### src/rtl/ca_pkg.sv
// ---------------------------------------------------------------------------
// ca_pkg
// Shared types and constants for the cellular-automaton display path.
//   GRID_DIM / GRID_CELLS : geometry of the 8x8 generation grid
//   grid_t                : one full generation, bit row*8+col = cell (row,col)
//   scan_state_t          : row-scanner state encoding
// ---------------------------------------------------------------------------
package ca_pkg;

    localparam int GRID_DIM   = 8;
    localparam int GRID_CELLS = GRID_DIM * GRID_DIM;

    typedef logic [GRID_CELLS-1:0] grid_t;

    typedef enum logic [1:0] {
        IDLE  = 2'd0,
        BLANK = 2'd1,
        DRIVE = 2'd2
    } scan_state_t;

endpackage

### src/rtl/ca_scan_timer.sv
// ---------------------------------------------------------------------------
// ca_scan_timer
// Loadable down-counter used to time both the blanking gap and the row dwell.
// The count stops at zero and waits there until the next load.
//   clk        in  : clock
//   reset      in  : synchronous active-high reset (count -> 0)
//   load       in  : load load_value this cycle (takes priority over counting)
//   load_value in W: value loaded on load
//   done       out : count == 0
// ---------------------------------------------------------------------------
module ca_scan_timer #(
    parameter int W = 4
) (
    input  logic         clk,
    input  logic         reset,
    input  logic         load,
    input  logic [W-1:0] load_value,
    output logic         done
);

    logic [W-1:0] r_count;

    always_ff @(posedge clk) begin
        if (reset) begin
            r_count <= '0;
        end else if (load) begin
            r_count <= load_value;
        end else if (r_count != '0) begin
            r_count <= r_count - 1'b1;
        end
    end

    assign done = (r_count == '0);

endmodule

### src/rtl/ca_grid_scanner.sv
// ---------------------------------------------------------------------------
// ca_grid_scanner
// Row-multiplexed LED matrix driver for 8x8 automaton generations.
// A snapshot is accepted into a pending buffer and promoted to the display
// buffer only while idle or at a frame boundary, so a frame is never torn.
// Each row is preceded by BLANK_CYCLES of all-off outputs and then driven for
// DWELL_CYCLES cycles.
//   clk        in     : clock
//   reset      in     : synchronous active-high reset
//   grid_in    in  64 : snapshot, bit row*8+col = cell (row,col)
//   grid_valid in     : grid_in valid
//   grid_ready out    : pending buffer empty
//   enable     in     : scanning allowed
//   row_sel    out  8 : one-hot row drive (polarity ROW_ACTIVE_LOW)
//   col_data   out  8 : current row columns (polarity COL_ACTIVE_LOW)
//   row_idx    out  3 : row driven now or next
//   frame_done out    : one-cycle pulse after the row-7 dwell
// ---------------------------------------------------------------------------
module ca_grid_scanner
    import ca_pkg::*;
#(
    parameter int DWELL_CYCLES   = 50000,
    parameter int BLANK_CYCLES   = 500,
    parameter bit ROW_ACTIVE_LOW = 1'b1,
    parameter bit COL_ACTIVE_LOW = 1'b0
) (
    input  logic        clk,
    input  logic        reset,
    input  grid_t       grid_in,
    input  logic        grid_valid,
    output logic        grid_ready,
    input  logic        enable,
    output logic [7:0]  row_sel,
    output logic [7:0]  col_data,
    output logic [2:0]  row_idx,
    output logic        frame_done
);

    localparam int CNT_MAX = (DWELL_CYCLES > BLANK_CYCLES) ? DWELL_CYCLES : BLANK_CYCLES;
    localparam int CNT_W   = $clog2(CNT_MAX + 1);
    localparam bit HAS_BLANK = (BLANK_CYCLES > 0);

    localparam logic [CNT_W-1:0] DWELL_LOAD = CNT_W'(DWELL_CYCLES - 1);
    localparam logic [CNT_W-1:0] BLANK_LOAD = CNT_W'(HAS_BLANK ? BLANK_CYCLES - 1 : 0);

    // Each row starts in BLANK unless the gap is configured away.
    localparam scan_state_t ROW_ENTRY      = HAS_BLANK ? BLANK : DRIVE;
    localparam logic [CNT_W-1:0] ROW_LOAD  = HAS_BLANK ? BLANK_LOAD : DWELL_LOAD;

    localparam logic [7:0] ROW_OFF = ROW_ACTIVE_LOW ? 8'hFF : 8'h00;
    localparam logic [7:0] COL_OFF = COL_ACTIVE_LOW ? 8'hFF : 8'h00;

    scan_state_t       r_state;
    grid_t             r_disp_buf;
    grid_t             r_pend_buf;
    logic              r_pend_full;
    logic [2:0]        r_row_idx;
    logic [7:0]        r_row_sel;
    logic [7:0]        r_col_data;
    logic              r_frame_done;

    scan_state_t       w_state_next;
    logic [2:0]        w_row_idx_next;
    logic              w_swap;
    logic              w_capture;
    logic              w_timer_load;
    logic [CNT_W-1:0]  w_timer_load_value;
    logic              w_timer_done;
    logic              w_frame_done_next;
    logic [7:0]        w_row_sel_next;
    logic [7:0]        w_col_data_next;
    grid_t             w_disp_next;

    ca_scan_timer #(
        .W (CNT_W)
    ) u_timer (
        .clk        (clk),
        .reset      (reset),
        .load       (w_timer_load),
        .load_value (w_timer_load_value),
        .done       (w_timer_done)
    );

    // Capture and swap are mutually exclusive: one needs an empty pending
    // buffer, the other a full one.
    assign w_capture = grid_valid && !r_pend_full;

    always_comb begin
        w_state_next       = r_state;
        w_row_idx_next     = r_row_idx;
        w_swap             = 1'b0;
        w_timer_load       = 1'b0;
        w_timer_load_value = DWELL_LOAD;
        w_frame_done_next  = 1'b0;

        case (r_state)
            IDLE: begin
                w_swap = r_pend_full;
                if (enable) begin
                    w_row_idx_next     = 3'd0;
                    w_state_next       = ROW_ENTRY;
                    w_timer_load       = 1'b1;
                    w_timer_load_value = ROW_LOAD;
                end
            end
            BLANK: begin
                if (!enable) begin
                    w_state_next   = IDLE;
                    w_row_idx_next = 3'd0;
                end else if (w_timer_done) begin
                    w_state_next       = DRIVE;
                    w_timer_load       = 1'b1;
                    w_timer_load_value = DWELL_LOAD;
                end
            end
            DRIVE: begin
                if (!enable) begin
                    // Partial frame is abandoned without a frame_done pulse.
                    w_state_next   = IDLE;
                    w_row_idx_next = 3'd0;
                end else if (w_timer_done) begin
                    if (r_row_idx == 3'd7) begin
                        w_row_idx_next    = 3'd0;
                        w_frame_done_next = 1'b1;
                        w_swap            = r_pend_full;
                    end else begin
                        w_row_idx_next = r_row_idx + 3'd1;
                    end
                    w_state_next       = ROW_ENTRY;
                    w_timer_load       = 1'b1;
                    w_timer_load_value = ROW_LOAD;
                end
            end
            default: begin
                w_state_next   = IDLE;
                w_row_idx_next = 3'd0;
            end
        endcase

        // With no blanking gap a swap and the first drive of row 0 share an
        // edge, so the columns must come from the post-swap buffer.
        w_disp_next = w_swap ? r_pend_buf : r_disp_buf;

        w_row_sel_next  = ROW_OFF;
        w_col_data_next = COL_OFF;
        if (w_state_next == DRIVE) begin
            w_row_sel_next  = ROW_OFF ^ (8'h01 << w_row_idx_next);
            w_col_data_next = COL_OFF ^ w_disp_next[{w_row_idx_next, 3'b000} +: 8];
        end
    end

    always_ff @(posedge clk) begin
        if (reset) begin
            r_state      <= IDLE;
            r_disp_buf   <= '0;
            r_pend_buf   <= '0;
            r_pend_full  <= 1'b0;
            r_row_idx    <= 3'd0;
            r_row_sel    <= ROW_OFF;
            r_col_data   <= COL_OFF;
            r_frame_done <= 1'b0;
        end else begin
            r_state      <= w_state_next;
            r_row_idx    <= w_row_idx_next;
            r_row_sel    <= w_row_sel_next;
            r_col_data   <= w_col_data_next;
            r_frame_done <= w_frame_done_next;
            r_disp_buf   <= w_disp_next;
            if (w_capture) begin
                r_pend_buf  <= grid_in;
                r_pend_full <= 1'b1;
            end else if (w_swap) begin
                r_pend_full <= 1'b0;
            end
        end
    end

    assign grid_ready = !r_pend_full;
    assign row_sel    = r_row_sel;
    assign col_data   = r_col_data;
    assign row_idx    = r_row_idx;
    assign frame_done = r_frame_done;

endmodule

### config.mk
export PLATFORM = sky130hd
export DESIGN_NAME = ca_grid_scanner
export DESIGN_NICKNAME = d
export VERILOG_FILES = /design/src/rtl/ca_pkg.sv /design/src/rtl/ca_scan_timer.sv /design/src/rtl/ca_grid_scanner.sv
export SDC_FILE = /design/constraint.sdc
export NUM_CORES = 1
export LEC_CHECK = 0
export CORE_ASPECT_RATIO = 1.2
export CORE_MARGIN = 3
export CORE_UTILIZATION = 50
export CTS_BUF_LIST = sky130_fd_sc_hd__clkbuf_4
export DETAILED_ROUTE_END_ITERATION = 16
export HOLD_SLACK_MARGIN = 0.12
export PLACE_DENSITY_LB_ADDON = 0.12
export SETUP_SLACK_MARGIN = 0.1
export SLEW_MARGIN = 25
export SYNTH_ARGS = -nofsm -noshare
export SYNTH_HDL_FRONTEND = slang
export SYNTH_SLANG_ARGS = --single-unit
### constraint.sdc
create_clock -name clk -period 3.6 [get_ports clk]
set_clock_uncertainty 0.05 [all_clocks]
set_input_delay 0.36 -clock clk [delete_from_list [all_inputs] [get_ports clk]]
set_output_delay 0.36 -clock clk [all_outputs]
set_load 0.02 [all_outputs]
=== Yosys cells after proc, flatten, opt, wreduce, memory -nomap -nowiden ===
Index checks and enable logic that the tools add are counted.

* Register bits after elaboration: 167
* Output and inout port bits: 21
* Logic and storage cells: 62
* Input port bits: 68

* Equality and inequality tests: 4
* Shift operators: 2
* Multiplexer cells: 30
* Add/sub/neg operators: 2
* Reduce and logical (&&, ||, !) cells: 10
* Bitwise logic cells: 5

{| class="wikitable"
|+ Operators by type and width
! operator !! count
|-
| two-way mux 16 bit || 5
|-
| two-way mux 64 bit || 1
|-
| variable part select 64 x 7 -> 8 bit || 1
|-
| one-hot mux 16 bit (2 select lines) || 1
|-
| logical NOT 16 bit || 1
|-
| nonzero test 16 bit || 1
|-
| subtractor 16 x 1 -> 16 bit, second input constant || 1
|-
| two-way mux 3 bit || 5
|-
| two-way mux 2 bit || 5
|-
| two-way mux 1 bit || 9
|-
| one-hot mux 3 bit (3 select lines) || 1
|-
| inverter 8 bit || 1
|-
| << shifter 1 x 3 -> 8 bit, first input constant || 1
|-
| one-hot mux 2 bit (3 select lines) || 1
|-
| == test 2 bit, second input constant || 2
|-
| inverter 1 bit || 4
|-
| one-hot mux 1 bit (2 select lines) || 2
|-
| nonzero test 2 bit || 2
|-
| OR reduction 2 bit || 2
|-
| OR reduction 4 bit || 1
|-
| adder 3 x 1 -> 3 bit, second input constant || 1
|-
| == test 3 bit, second input constant || 1
|-
| == test 2 x 1 -> 1 bit, second input constant || 1
|-
| logical NOT 2 bit || 1
|-
| 2 further kinds || 2
|}

=== Depth between registers and ports, before layout ===
Gate-level depths: netlist of the first run.

* Depth after elaboration: 7
* Depth in mapped cells: 12
* Gate-level depth less buffers: 9

=== Cells and area by module ===
A second synthesis of the first run with hierarchy kept.

* Cell total of the unflattened synthesis: 754
* Area, all modules: 6,562.5 µm²

{| class="wikitable"
|+ Modules (own cells, without submodules)
! module !! instances !! seq. area each (µm²) !! area each (µm²) !! cells each
|-
| ca_grid_scanner || 1 || 3,022.9 || 5,660.4 || 642
|-
| ca_scan_timer || 1 || 320.3 || 902.1 || 112
|}

=== Least setup slack after synthesis of the first run ===
Ideal clock, no wire load.

* Kind: flip-flop to flip-flop
* From: register u_timer.r_count[0]
* To: register r_col_data[2] (netlist: col_data[2])
* Path buffers: 2
* Setup time: 0.130 ns
* Path slack: 0.840 ns
* Stages on the path, launching flop included: 11
* Data required time: 3.420 ns
* Arrival time: 2.580 ns
* Cells stage by stage: dfxtp_1 inv_1 ha_1 nor4b_2 nand4_4 o32ai_2 buf_6 buf_6 mux2_2 a2111oi_0 o22ai_1

* Cells in the longest elaborated chain, start to end: 7
* Elaborated cells on any way between the ends: 17
* Classes of those cells: eq/ne: 1; shift: 1; mux: 12; bitwise: 1; reduce/logical: 2

{| class="wikitable"
|+ Ends and longest elaborated chain
! item !! RTL line !! RTL
|-
| start, declared || ca_scan_timer.sv:21 || <nowiki>logic [W-1:0] r_count;</nowiki>
|-
| start signal, assigned || ca_scan_timer.sv:27 || <nowiki>r_count <= load_value;</nowiki>
|-
| start signal, assigned || ca_scan_timer.sv:29 || <nowiki>r_count <= r_count - 1'b1;</nowiki>
|-
| logical NOT 16 bit (*) || ca_scan_timer.sv:33 || <nowiki>assign done = (r_count == '0);</nowiki>
|-
| branches (longest 6 deep; another with two-way mux 64 bit) || n/a ||
|-
| end signal, assigned || ca_grid_scanner.sv:166 || <nowiki>r_col_data <= w_col_data_next;</nowiki>
|-
| end, declared || ca_grid_scanner.sv:59 || <nowiki>logic [7:0] r_col_data;</nowiki>
|}

Mark *: on every way between the ends.
A chain may end at the register's enable or synchronous reset.

=== Worst setup path after layout of the first run ===
* From: register u_timer.r_count[0]
* To: register r_col_data[3] (netlist: col_data[3])

The elaborated chain is that of the path after synthesis.

==> results.sh, run 1 <==
export IMPL_clkSinkCount=167
export IMPL_tightest_slew_ps=1030
export IMPL_crit_chain="inv_1, ha_1, nor4b_2, nand4_4, o32ai_4, clkbuf_16, mux2i_1, nor3_1, a2111oi_1, o22ai_1"
export IMPL_start_util=0.522
export IMPL_avgRoutedWirePerCell_um=16.2
export IMPL_p_sw_mw=0.945
export IMPL_critical_path_buf_inv_count=2
export IMPL_worstPathRequired_ps=4000
export IMPL_outcome="complete, no violations"
export IMPL_total_power_mw=3.46
export IMPL_clockRootBuffer="clkbuf_4"
export IMPL_drt_pass1_iter_count=5
export IMPL_min_period_ps=3310
export IMPL_rows=46
export IMPL_post_route_drc_count=0
export IMPL_cts_buffers=17
export IMPL_post_synth_top_count_cell="dfxtp_1"
export IMPL_synth_common_cells="167 x dfxtp_1, 144 x nand2_1, 80 x a21oi_1"
export IMPL_final_cells=1004
export IMPL_critPathLaunchType="register"
export IMPL_slew_viol_final=0
export IMPL_clockBufferDepth=2
export IMPL_holdCritStartpoint="grid_in[8]"
export IMPL_dieWidth_um=114
export IMPL_synth_area_top_cells="dfxtp_1 48%, nand2_1 7.7%, mux2i_1 5.8%, a21oi_1 5.7%, mux2_2 3.8%"
export IMPL_synth_cells=761
export IMPL_swShare=0.273
export IMPL_hold_class="in -> reg"
export IMPL_ys_seq_elements=167
export IMPL_ys_warn_count=0
export IMPL_power_share_combinational=0.144
export IMPL_path_class="reg -> reg"
export IMPL_grt_pass1_wl_mm=26.0
export IMPL_grt_pass1_vias=5137
export IMPL_wl_mm=16.3
export IMPL_h_tree_depth=4
export IMPL_cts_tree="built"
export IMPL_overflow=0
export IMPL_setup_viol_count_final=0
export IMPL_antenna_found_initial=0
export IMPL_power_density_mw_per_mm2=421
export IMPL_final_hold_viol_count=0
export IMPL_critical_path_slowest_cell="a2111oi_1"
export IMPL_drtAntennaViolNets=0
export IMPL_ff_latch_area_mm2=0.00334
export IMPL_grt_setup_unrepaired="yes"
export IMPL_p_int_mw=2.52
export IMPL_post_cts_buffers=0
export IMPL_final_setup_tns_ps=0
export IMPL_multiInputGateArea_mm2=0.00341
export IMPL_max_slew_margin=0.313
export IMPL_port_buffers=88
export IMPL_synthDistinctLibCells=61
export IMPL_yosysTopAreaCell="dfxtp_1"
export IMPL_via_count=5472
export IMPL_synth_edf_count=0
export IMPL_drive_gt1_frac=0.126
export IMPL_ys_flop_type="dfxtp_1"
export IMPL_insertion_delay_ps=560
export IMPL_synth_top_cell_area_share=0.476
export IMPL_synthToLayoutAreaGrowth_pct=17.0
export IMPL_dieArea_mm2=0.0155
export IMPL_gp_congestion=0.891
export IMPL_clkTransAtPathRegs_ps=130
export IMPL_p_leak_nw=2.95
export IMPL_final_nets=899
export IMPL_num_fill_cells=1167
export IMPL_period_share=0.918
export IMPL_core_mm2=0.0135
export IMPL_critPathArrivalTime_ps=3700
export IMPL_placedCellCount=972
export IMPL_ios=89
export IMPL_whs_ps=284
export IMPL_ir_drop_uv=275
export IMPL_ys_seq_area_frac=0.476
export IMPL_crit_fanout=32
export IMPL_crit_start="u_timer.r_count[0]"
export IMPL_syn_num_nets=836
export IMPL_cp_end_kind="register"
export IMPL_rr_startpoint="u_timer.r_count[0]"
export IMPL_pwr_share_clk=0.278
export IMPL_synth_avg_cell_area_um2=9.24
export IMPL_drtIter0Drc=308
export IMPL_fmax_mhz=302
export IMPL_die_y_um=136
export IMPL_p_seq_frac=0.578
export IMPL_grt_max_degree=96
export IMPL_max_stage_delay_ps=460
export IMPL_cap_viol_max_count=0
export IMPL_dp_hpwl_mm=11.6
export IMPL_cpLargestDelayFamily="compound AO/OA/AOI/OAI gates"
export IMPL_synth_area_mm2=0.00703
export IMPL_via_per_inst=5.45
export IMPL_grt_use_total=0.212
export IMPL_ys_async_sr_fraction=0
[cell type report]
class	count	share of cell area
multi-input cells	532	0.414
flip-flops and latches	167	0.406
repair buffers	98	0.122
well taps	168	0.0256
clock buffers	20	0.0183
clock inverters	10	0.0100
inverters	8	0.00365
diodes	1	0.000304
[flip-flops by register name (all words and copies together) (netlist names)]
name             flops
r_disp_buf          64
r_pend_buf          64
row_sel              8
r_pend_full          1
frame_done           1
r_state              2
u_timer.r_count     16
col_data             8
row_idx              3
[metrics by stage]
| stage | setup WS (ps) | instance area [µm²] | utilization |
|---|---|---|---|
| after floorplan | 840 | 7030 | - |
| after global placement | 229 | 7940 | 0.590 |
| after detailed placement | 170 | 7950 | 0.590 |
| after CTS | 129 | 8180 | 0.607 |
| after global routing | 87.9 | 8220 | 0.611 |
| final | 294 | 8230 | 0.611 |
[cells by family after synthesis]
logic type | count (synthesis) | share of synthesized area
compound gates | 138 | 0.143
flops | 167 | 0.476
xor+xnor | 11 | 0.0137
mux | 65 | 0.0968
simple gates | 311 | 0.211
fa+ha+maj | 7 | 0.0125
buf+inv | 62 | 0.0475
[layer usage]
| layer | up-vias | track usage | part of all wire |
|---|---|---|---|
| met1 | 2569 | 0.284 | 0.45 |
| met3 | 17 | 0.0467 | 0.054 |
| met4 | 0 | 0.0713 | 0.017 |
| li1 | 2734 | - | - |
| met5 | - | 0 | 0 |
| met2 | 152 | 0.339 | 0.48 |
[cells in the final DEF (no fill, tap or decap), types with 8 or more instances in the layout]
cell type,synthesis,final
a21oi_1,80,80
clkbuf_4,0,20
clkdlybuf4s50_1,0,87
dfxtp_1,167,167
inv_1,8,8
mux2_2,24,24
mux2i_1,41,41
nand2_1,144,143
nand3_1,10,10
nor2_1,62,62
nor2b_1,29,28
nor3_1,27,27
o21ai_0,9,9
o22ai_1,9,9
o32ai_2,9,8
[path summary, 6_finish.rpt]
check                        to  slack, ps  cells past startpoint
hold / removal    r_pend_buf[8]        280                      3
setup / recovery    col_data[3]        290                     10
setup reg to reg    col_data[3]        290                     10
hold reg to reg   r_pend_buf[0]        410                      2
[what timing repair did]
action	CTS	global route
hold buffers	0	0
endpoints found under the setup margin	0	7
resized for setup	0	11
[worst min-delay path, cell delays in order]
cell             delay, ps
clkdlybuf4s50_1        390
nand2_1                 50
a21oi_1                 50
[power by group through the flow]
stage / combinational (mW) / sequential [mW] / clock (mW)
after global routing: 0.550 / 2.01 / 1.06
after detailed placement: 0.496 / 2.04 / 0
final: 0.499 / 2.00 / 0.961
after floorplan: 0.357 / 2.02 / 0
after CTS: 0.499 / 2.00 / 0.986
after global placement: 0.489 / 2.04 / 0
Power figures use the tool's default switching activity.
==> run 2: changes to the inputs <==
- CTS_CLUSTER_DIAMETER: default -> 100
==> results of run 2 <==
The final DEF is identical to that of run 1; final timing and power are the same.
